==> src/rtl/lane_motion_scheduler.sv <==
// Per-frame lane origin scheduler: one shared add/wrap unit steps each lane once per frame_tick.
// Optional frog carry output enabled by defining FROG_CARRY_EN.
module lane_motion_scheduler #(
    parameter int NUM_LANES    = 8,
    parameter int SCREEN_W     = 640,
    parameter int WRAP_MARGIN  = 80,
    parameter int SPEED_W      = 4,
    parameter int INIT_SPACING = 90
) (
    input  logic                           Clk,
    input  logic                           Reset,
    input  logic                           frame_tick,
    input  logic                           freeze,
    input  logic [NUM_LANES*SPEED_W-1:0]   lane_speed,
    input  logic [NUM_LANES-1:0]           lane_dir,
    output logic [NUM_LANES*10-1:0]        lane_x,
    output logic                           busy,
    output logic                           update_done,
    output logic                           frame_overrun
`ifdef FROG_CARRY_EN
    ,
    input  logic [$clog2(NUM_LANES)-1:0]   frog_lane,
    input  logic                           frog_on_log,
    output logic signed [5:0]              frog_dx
`endif
);

    localparam int SPAN  = SCREEN_W + WRAP_MARGIN;
    localparam int IDX_W = $clog2(NUM_LANES);

    typedef enum logic [1:0] {S_IDLE, S_RUN, S_DONE} state_t;

    state_t             r_state;
    state_t             w_next_state;
    logic [IDX_W-1:0]   r_idx;
    logic [9:0]         r_x [NUM_LANES];
    logic               r_overrun;

    logic               w_start;
    logic               w_last;
    logic [9:0]         w_cur_x;
    logic [SPEED_W-1:0] w_spd;
    logic               w_dir;
    logic [10:0]        w_x11;
    logic [10:0]        w_spd11;
    logic [10:0]        w_sum;
    logic [9:0]         w_new_x;

    function automatic logic [9:0] init_x(int unsigned i);
        return 10'((i * INIT_SPACING) % SPAN);
    endfunction

    assign w_start = (r_state == S_IDLE) && frame_tick && !freeze;
    assign w_last  = (r_idx == IDX_W'(NUM_LANES - 1));

    always_comb begin
        w_next_state = r_state;
        case (r_state)
            S_IDLE:  if (w_start) w_next_state = S_RUN;
            S_RUN:   if (w_last)  w_next_state = S_DONE;
            S_DONE:  w_next_state = S_IDLE;
            default: w_next_state = S_IDLE;
        endcase
    end

    // Shared wrap unit; speed/direction are read live for the lane in the slot.
    always_comb begin
        w_cur_x = r_x[r_idx];
        w_spd   = lane_speed[r_idx*SPEED_W +: SPEED_W];
        w_dir   = lane_dir[r_idx];
        w_x11   = {1'b0, w_cur_x};
        w_spd11 = 11'(w_spd);
        w_sum   = w_x11 + w_spd11;
        w_new_x = w_cur_x;
        if (w_dir) begin
            w_new_x = (w_sum >= 11'(SPAN)) ? 10'(w_sum - 11'(SPAN)) : w_sum[9:0];
        end else begin
            w_new_x = (w_spd11 > w_x11) ? 10'(w_x11 + 11'(SPAN) - w_spd11)
                                        : 10'(w_x11 - w_spd11);
        end
    end

    always_ff @(posedge Clk) begin
        if (Reset) begin
            r_state   <= S_IDLE;
            r_idx     <= '0;
            r_overrun <= 1'b0;
            for (int unsigned i = 0; i < NUM_LANES; i++) begin
                r_x[i] <= init_x(i);
            end
        end else begin
            r_state <= w_next_state;
            if (w_start) begin
                r_idx <= '0;
            end else if (r_state == S_RUN && !w_last) begin
                r_idx <= r_idx + 1'b1;
            end
            if (frame_tick && r_state != S_IDLE) begin
                r_overrun <= 1'b1;
            end
            if (r_state == S_RUN) begin
                r_x[r_idx] <= w_new_x;
            end
        end
    end

    always_comb begin
        lane_x = '0;
        for (int unsigned i = 0; i < NUM_LANES; i++) begin
            lane_x[i*10 +: 10] = r_x[i];
        end
    end

    assign busy          = (r_state != S_IDLE);
    assign update_done   = (r_state == S_DONE);
    assign frame_overrun = r_overrun;

`ifdef FROG_CARRY_EN
    logic signed [5:0] r_dx;
    logic [5:0]        w_mag;

    assign w_mag = 6'(w_spd);

    always_ff @(posedge Clk) begin
        if (Reset) begin
            r_dx <= '0;
        end else if (w_start) begin
            r_dx <= '0;
        end else if (r_state == S_RUN && r_idx == frog_lane && frog_on_log) begin
            r_dx <= w_dir ? w_mag : (6'd0 - w_mag);
        end
    end

    assign frog_dx = r_dx;
`endif

endmodule

==> config.mk <==
export PLATFORM = sky130hd
export DESIGN_NAME = lane_motion_scheduler
export DESIGN_NICKNAME = d
export VERILOG_FILES = /design/src/rtl/lane_motion_scheduler.sv
export SDC_FILE = /design/constraint.sdc
export NUM_CORES = 1
export LEC_CHECK = 0
export BUFFER_PORTS_ARGS = -buffer_cell sky130_fd_sc_hd__buf_2
export CAP_MARGIN = 10
export CORE_MARGIN = 1
export CORE_UTILIZATION = 44
export CTS_CLUSTER_SIZE = 40
export DETAILED_ROUTE_END_ITERATION = 8
export GPL_TIMING_DRIVEN = 0
export PLACE_DENSITY = 0.67
export SLEW_MARGIN = 25
export SYNTH_ARGS = -nofsm -noshare
export SYNTH_HDL_FRONTEND = slang
export SYNTH_SLANG_ARGS = --single-unit
==> constraint.sdc <==
create_clock -name Clk -period 5.83 [get_ports Clk]
set_input_delay 1.166 -clock Clk [delete_from_list [all_inputs] [get_ports Clk]]
set_output_delay 1.166 -clock Clk [all_outputs]
set_load 0.05 [all_outputs]
### Word level (Yosys, flattened, before mapping)

Memories as Yosys holds them, arrays and structs flattened. A register that Yosys moved wholly into a read port is not among the register bits.
Index checks and enable logic that the tools add are counted.
W data, S select, Z words.

* output and inout port bits: 83
* memory bits (read-only): 0
* memories: 1
* word-level logic and storage cells: 48
* bits in registers: 6
* RAM bits: 80
* bits in latches: 0
* bits of input ports: 44

Memory list
* r_x: words 8, bits a word 10, read ports 9, clocked after memory_dff 1, write ports 8, RTL line 36 `logic [9:0] r_x [NUM_LANES];`

* div/mod/pow operators: 0
* reduce and logical (&&, ||, !) cells: 11
* multiplexer cells: 18
* eq/ne operators: 5
* bitwise logic cells: 0
* add/subtract/negate cells: 6
* multipliers: 0
* magnitude comparators: 3
* shifts and indexed selects: 1

Operators with widths (count)
* $mux W10: 4
* $shiftx A32 B6 Y4: 1
* $sub A10 B4 Y10: 2
* $add A10 B4 Y11: 1
* $ge A11 B10 Y1 const B: 1
* $add A10 B10 Y10 const B: 1
* $gt A4 B10 Y1: 1
* $reduce_or A10 Y1: 1
* $sub A10 B10 Y10 const B: 1
* $mux W3: 3
* $mux W1: 7
* $logic_and A1 B1 Y1: 4
* $lt A3 B4 Y1 const B: 1
* $mux W2: 2
* $ne A2 B2 Y1 const B: 2
* $pmux W2 S2: 1
* $add A3 B1 Y3 const B: 1
* $bmux W1 S3: 1
* $eq A3 B3 Y1 const B: 1
* $eq A2 B1 Y1 const B: 1
* $eq A2 B2 Y1 const B: 1
* $logic_not A1 Y1: 2
* $logic_not A2 Y1: 1
* $reduce_and A2 Y1: 1
* other kinds (2): 2

### Longest topological paths before layout

Gate-level depths: netlist of run 1.

* word-level depth: 6
* depth in mapped cells: 18
* depth with buffers taken out: 17

### Worst setup path after synthesis of run 1

No wires, ideal clock.

* path type: input to register
* from: input lane_speed[29]
* to: memory r_x[2][5] (data pin)
* path buffers: 0
* setup time: 0.270 ns
* setup slack: 1.044 ns
* data arrival time: 4.516 ns
* cell stages on the path: 13
* required time: 5.560 ns
* path through: mux2_2 -> a22o_1 -> a221oi_1 -> inv_1 -> fa_1 -> nor2b_1 -> o21ai_0 -> a21oi_1 -> a211oi_2 -> o21ai_2 -> a2111o_1 -> a31oi_4 -> o21ai_2

RTL lines
* from (decl): RTL line 14 `input logic [NUM_LANES*SPEED_W-1:0] lane_speed,`
* to (decl): RTL line 36

==> results.sh, run 1 <==
export IMPL_critPathLaunchType="register"
export IMPL_setup_violations=0
export IMPL_wire_per_inst_um=20.50
export IMPL_fmax_ghz=0.1842
export IMPL_cp_slowest_cell="buf_1"
export IMPL_tightest_slew_ns=0.9410
export IMPL_syn_inst=482
export IMPL_slew_viol_final=0
export IMPL_synth_top_area_share_pct=43.17
export IMPL_clock_sinks=89
export IMPL_clkTransAtPathRegs_ns=0.07
export IMPL_max_slew_margin_pct=36.79
export IMPL_grt_pass1_vias=4511
export IMPL_critPathRequiredTime_ns=5.89
export IMPL_overflow=0
export IMPL_detail_route_drc_violations=0
export IMPL_post_place_ws_ns=0.1766
export IMPL_dp_cells=776
export IMPL_switching_share_pct=31.90
export IMPL_layout_drive_gt1_share_pct=34.29
export IMPL_globalplace_congestion=0.8392
export IMPL_critPathMaxFanout=10
export IMPL_fin_tns_setup_ns=0
export IMPL_drv_cap=0
export IMPL_layout_commonest_cell="buf_2"
export IMPL_synth_distinct_cells=67
export IMPL_fin_crit_ns=5.428
export IMPL_cp_end_kind="register"
export IMPL_grt_pass1_wl_mm=24.59
export IMPL_status="finished, final reports clean"
export IMPL_ys_warn_count=0
export IMPL_grt_max_degree=16
export IMPL_core_area_um2=12160
export IMPL_start_util_pct=45.76
export IMPL_numCtsBuffers=9
export IMPL_clk_latency_ns=0.34
export IMPL_hold_ws_ns=0.4723
export IMPL_yosys_area_top_type="edfxtp_1"
export IMPL_cts_root_buffer_cell="clkbuf_16"
export IMPL_routed_wl_mm=16.24
export IMPL_crit_type="register to register"
export IMPL_drt_pass1_iterations=7
export IMPL_antenna_found_initial=0
export IMPL_final_cell_mix="buf_2 (128), edfxtp_1 (80), nor2_1 (60)"
export IMPL_clockBufferDepth=2
export IMPL_netSwitchingPower_uw=588.7
export IMPL_p_clk_share_pct=33.8
export IMPL_slowest_delay_ns=0.68
export IMPL_skew_ns=0.007203
export IMPL_postCtsHoldBufs=0
export IMPL_powerDensity_nw_per_um2=273.6
export IMPL_min_period_over_period_pct=93.10
export IMPL_fin_area_um2=6744
export IMPL_leakagePower_nw=2.516
export IMPL_synth_fp_nets=552
export IMPL_instances_no_fill=792
export IMPL_async_flop_share_pct=0
export IMPL_ys_ff_latch=89
export IMPL_num_rows=40
export IMPL_grt_usage_pct=25.65
export IMPL_power_internal_mw=1.257
export IMPL_drt_iter0_markers=351
export IMPL_synth_flop_cell="edfxtp_1"
export IMPL_synth_yosys_seq_area_share_pct=46.40
export IMPL_hold_class="register to register"
export IMPL_synth_edf_count=80
export IMPL_pin_count=127
export IMPL_antennaDiodeCount=0
export IMPL_die_y_um=114.5
export IMPL_h_tree_depth=3
export IMPL_p_comb_share_pct=27.0
export IMPL_dieArea_um2=13100
export IMPL_placed_cell_area_um2=6406
export IMPL_area_delta_synth_final_pct=21.18
export IMPL_cts_tree="done"
export IMPL_ant_nets=0
export IMPL_cp_data_arrival_time_ns=5.49
export IMPL_final_hold_viol_count=0
export IMPL_rsz0062_at_grt="no"
export IMPL_port_buffers=126
export IMPL_synth_area_leaders="edfxtp_1 (43%), mux4_2 (9.3%), ha_1 (4.7%)"
export IMPL_fin_ws_ns=0.4024
export IMPL_seqPwrFrac_pct=39.2
export IMPL_ir_worst_vdd_uv=172.3
export IMPL_hpwl_mm=12.45
export IMPL_vias=4611
export IMPL_postSynthAreaPerCell_um2=11.55
export IMPL_synthesis_area_um2=5565
export IMPL_dieWidth_um=114.5
export IMPL_path_cells="buf_4 -> buf_1 -> mux4_2 -> mux2_2 -> ha_1 -> clkbuf_1 -> nor2_1 -> o21ai_0 -> a211oi_1 -> a21oi_1 -> or2_2 -> a2111o_1 -> a31oi_4 -> o21ai_2"
export IMPL_viasPerCell=5.822
export IMPL_fin_nets=689
[critical path: cells and delay by family, from the launching register on]
kind | cells | cell delay, ns
compound gates | 6 | 1.96
mux | 2 | 0.94
flops | 1 | 0.31
buf+inv | 3 | 1.06
simple gates | 2 | 0.56
fa+ha+maj | 1 | 0.32
[metrics by stage]
step	util [%]	total power [mW]
after detailed placement	52.67	1.228
after global routing	55.45	1.917
final	55.45	1.845
after CTS	55.30	1.836
after global placement	52.67	1.217
after floorplan	-	1.100
[state kept, by name, indices dropped and copies added (netlist names), named ones only]
| name | cells |
|---|---|
| r_x | 80 |
| r_idx | 3 |
| r_state | 2 |
| frame_overrun | 1 |
[power by group through the flow]
stage          clock (mW)  sequential (mW)  combinational (mW)
3_5_place_dp            0            0.737               0.491
5_1_grt             0.650            0.724               0.543
2_1_floorplan           0            0.792               0.308
4_1_cts             0.621            0.723               0.493
3_3_place_gp            0            0.736               0.481
6_report            0.623            0.723               0.499
[final cells by class]
| type | count | area, µm² |
|---|---|---|
| plain buffers | 20 | 100.1 |
| clock buffers | 10 | 229.0 |
| clock inverters | 6 | 90.09 |
| fillers | 1055 | 5418 |
| inverters | 22 | 85.08 |
| multi-input cells | 351 | 2816 |
| flip-flops and latches | 89 | 2582 |
| well taps | 168 | 210.2 |
| repair buffers | 126 | 630.6 |
[cells by family after synthesis]
kind of cell,synth area share [%]
simple gates,15.42
compound gates,11.17
mux,15.27
xor+xnor,1.888
buf+inv,3.327
fa+ha+maj,6.520
flops,46.40
[cells in the mapped netlist, types with 3 or more instances]
cell       n
nand2b_1   6
o211ai_1   6
buf_1      4
nor2_1    60
o21ai_2    4
nor2b_1    7
a22o_1     3
mux4_2    23
a21oi_1   18
and2_1     3
a211oi_1   3
xnor2_1   10
clkbuf_1  10
mux2_2     7
mux4_1     3
edfxtp_1  80
a21o_1     3
and3_1     5
nand3_1   23
or2_2     10
ha_1      21
inv_1     19
nand2_1   44
fa_1       5
mux2i_1    9
o21ai_0   18
dfxtp_1    9
a31oi_1    6
nor3_1    10
nor3_2     5
[what timing repair did]
item	4_1_cts	5_1_grt
resized for setup	0	3
setup endpoints to repair	0	46
buffers inserted	0	0
[final timing paths]
check	start	to	slack [ns]	cells after the start
max reg2reg	register	r_x[2][5]	0.40	14
min reg2reg	frame_overrun	frame_overrun	0.47	2
min	frame_overrun	frame_overrun	0.47	2
max	register	r_x[2][5]	0.40	14
[routing by layer]
metal	vias up	track usage, %	routed length (µm)
met5	-	0	0
met4	0	7.706	435
met3	33	5.347	1476
met2	247	41.58	7723
met1	2248	34.80	6603
li1	2083	-	-
No activity file was read; power rests on OpenSTA's default activity.
==> inputs of run 2 (changes only) <==
--- a/config.mk
+++ b/config.mk
@@ -9,6 +9,7 @@
 export CAP_MARGIN = 10
 export CORE_MARGIN = 1
 export CORE_UTILIZATION = 44
+export CTS_BUF_LIST = sky130_fd_sc_hd__clkbuf_16
 export CTS_CLUSTER_SIZE = 40
 export DETAILED_ROUTE_END_ITERATION = 8
 export GPL_TIMING_DRIVEN = 0
==> run 2 against run 1 <==
Via count hardly changed. Critical path depth unchanged. Sequential share of layout area is the same. Count of clock-buffer cells in the layout is 1 lower. Maximum frequency barely moved. Cell area unchanged. First-iteration DRC count unchanged. Final cell count stayed put. Largest cell class unchanged.
==> results.sh, run 2 (synthesized netlist as in run 1, its figures left out) <==
export IMPL_status="finished, final reports clean"
export IMPL_start_util_pct=45.76
export IMPL_viasPerCell=5.823
export IMPL_area_delta_synth_final_pct=21.18
export IMPL_layout_commonest_cell="buf_2"
export IMPL_fin_area_um2=6744
export IMPL_overflow=0
export IMPL_fmax_ghz=0.1844
export IMPL_dieArea_um2=13100
export IMPL_ir_worst_vdd_uv=172.3
export IMPL_grt_usage_pct=25.65
export IMPL_postLayoutCoreUtil_pct=55.45
export IMPL_fin_tns_setup_ns=0
export IMPL_grt_pass1_wl_mm=24.59
export IMPL_max_slew_margin_pct=37.05
export IMPL_cp_num_buf_inv=3
export IMPL_powerDensity_nw_per_um2=273.5
export IMPL_min_period_over_period_pct=93.04
export IMPL_die_y_um=114.5
export IMPL_critPathRequiredTime_ns=5.89
export IMPL_final_hold_viol_count=0
export IMPL_cts_root_buffer_cell="clkbuf_16"
export IMPL_cts_tree="done"
export IMPL_slew_viol_final=0
export IMPL_r2r_cells=14
export IMPL_drt_pass1_iterations=7
export IMPL_setup_violations=0
export IMPL_fin_crit_ns=5.424
export IMPL_fin_nets=689
export IMPL_cp_end_kind="register"
export IMPL_post_place_ws_ns=0.1766
export IMPL_cp_data_arrival_time_ns=5.49
export IMPL_vias=4612
export IMPL_port_buffers=126
export IMPL_clkTransAtPathRegs_ns=0.07
export IMPL_reg_top3="r_x (80), r_idx (3), r_state (2)"
export IMPL_globalplace_congestion=0.8392
export IMPL_critPathMaxFanout=10
export IMPL_tightest_slew_ns=0.9370
export IMPL_clk_latency_ns=0.34
export IMPL_slowest_delay_ns=0.68
export IMPL_layout_drive_gt1_share_pct=34.29
export IMPL_critPathLaunchType="register"
export IMPL_path_cells="buf_4 -> buf_1 -> mux4_2 -> mux2_2 -> ha_1 -> clkbuf_1 -> nor2_1 -> o21ai_0 -> a211oi_1 -> a21oi_1 -> or2_2 -> a2111o_1 -> a31oi_4 -> o21ai_2"
export IMPL_leakagePower_nw=2.520
export IMPL_wire_per_inst_um=20.51
export IMPL_cp_depth=14
export IMPL_skew_ns=0.007216
export IMPL_antennaDiodeCount=0
export IMPL_clock_sinks=89
export IMPL_grt_pass1_vias=4511
export IMPL_num_rows=40
export IMPL_placed_cell_area_um2=6406
export IMPL_ant_nets=0
export IMPL_pin_count=127
export IMPL_detail_route_drc_violations=0
export IMPL_drt_iter0_markers=351
export IMPL_routed_wl_mm=16.25
export IMPL_crit_type="register to register"
export IMPL_grt_max_degree=16
export IMPL_hold_class="register to register"
export IMPL_hpwl_mm=12.45
export IMPL_final_cell_mix="buf_2 (128), edfxtp_1 (80), nor2_1 (60)"
export IMPL_drv_cap=0
export IMPL_fin_ws_ns=0.4060
export IMPL_dp_cells=776
export IMPL_clockBufferDepth=2
export IMPL_dieWidth_um=114.5
export IMPL_instances_no_fill=792
export IMPL_fillCellCount=1055
export IMPL_path_delay_family="compound AO/OA/AOI/OAI gates"
export IMPL_core_area_um2=12160
export IMPL_rsz0062_at_grt="no"
export IMPL_antenna_found_initial=0
export IMPL_numCtsBuffers=9
export IMPL_h_tree_depth=3
export IMPL_top_register="r_x"
export IMPL_hold_depth=2
export IMPL_largest_reg_flops=80
export IMPL_cp_slowest_cell="buf_1"
## run 2: stage by stage
step	total power, mW	hold WS (ns)
floorplan	1.100	0.4496
global placement	1.217	0.4518
detailed placement	1.228	0.4578
CTS	1.835	0.4770
global route	1.915	0.5001
finish	1.845	0.4723
## run 2: final timing paths
kind | end | start | slack, ns
max | r_x[2][5] | register | 0.41
min | frame_overrun | frame_overrun | 0.47
max reg2reg | r_x[2][5] | register | 0.41
min reg2reg | frame_overrun | frame_overrun | 0.47
## run 2: report_power, final
group	switching (mW)	total (mW)	leakage [nW]	internal [mW]
combinational	0.332	0.499	1.57	0.167
clock	0.246	0.622	0.158	0.376
sequential	0.0112	0.723	0.795	0.712
## run 2: worst reg2reg max path, cell delays in order (launching register included)
cell	delay, ns
dfxtp_1	0.31
buf_4	0.18
buf_1	0.68
mux4_2	0.61
mux2_2	0.33
ha_1	0.32
clkbuf_1	0.20
nor2_1	0.15
o21ai_0	0.18
a211oi_1	0.62
a21oi_1	0.27
or2_2	0.41
a2111o_1	0.41
a31oi_4	0.38
o21ai_2	0.10
## run 2: metal layers
layer  vias up  global-route usage [%]  part of all wire (%)
met5         -                       0                     0
li1       2083                       -                     -
met2       245                   41.58                    48
met1      2251                   34.80                    41
met3        33                   5.347                   8.8
met4         0                   7.706                   2.7
## run 2: repair_timing
action | 4_1_cts | 5_1_grt
gates resized for setup | 0 | 3
setup endpoints to repair | 0 | 46
setup buffers | 0 | 0
hold buffers | 0 | 0
## run 2: cell type report
cell class	count	area (µm²)	area share, %
multi-input combinational	351	2816	41.76
clock inverter	7	93.84	1.391
buffer	20	100.1	1.484
inverter	22	85.08	1.262
timing repair buffer	126	630.6	9.351
clock buffer	9	225.2	3.340
tap	168	210.2	3.117
sequential	89	2582	38.29
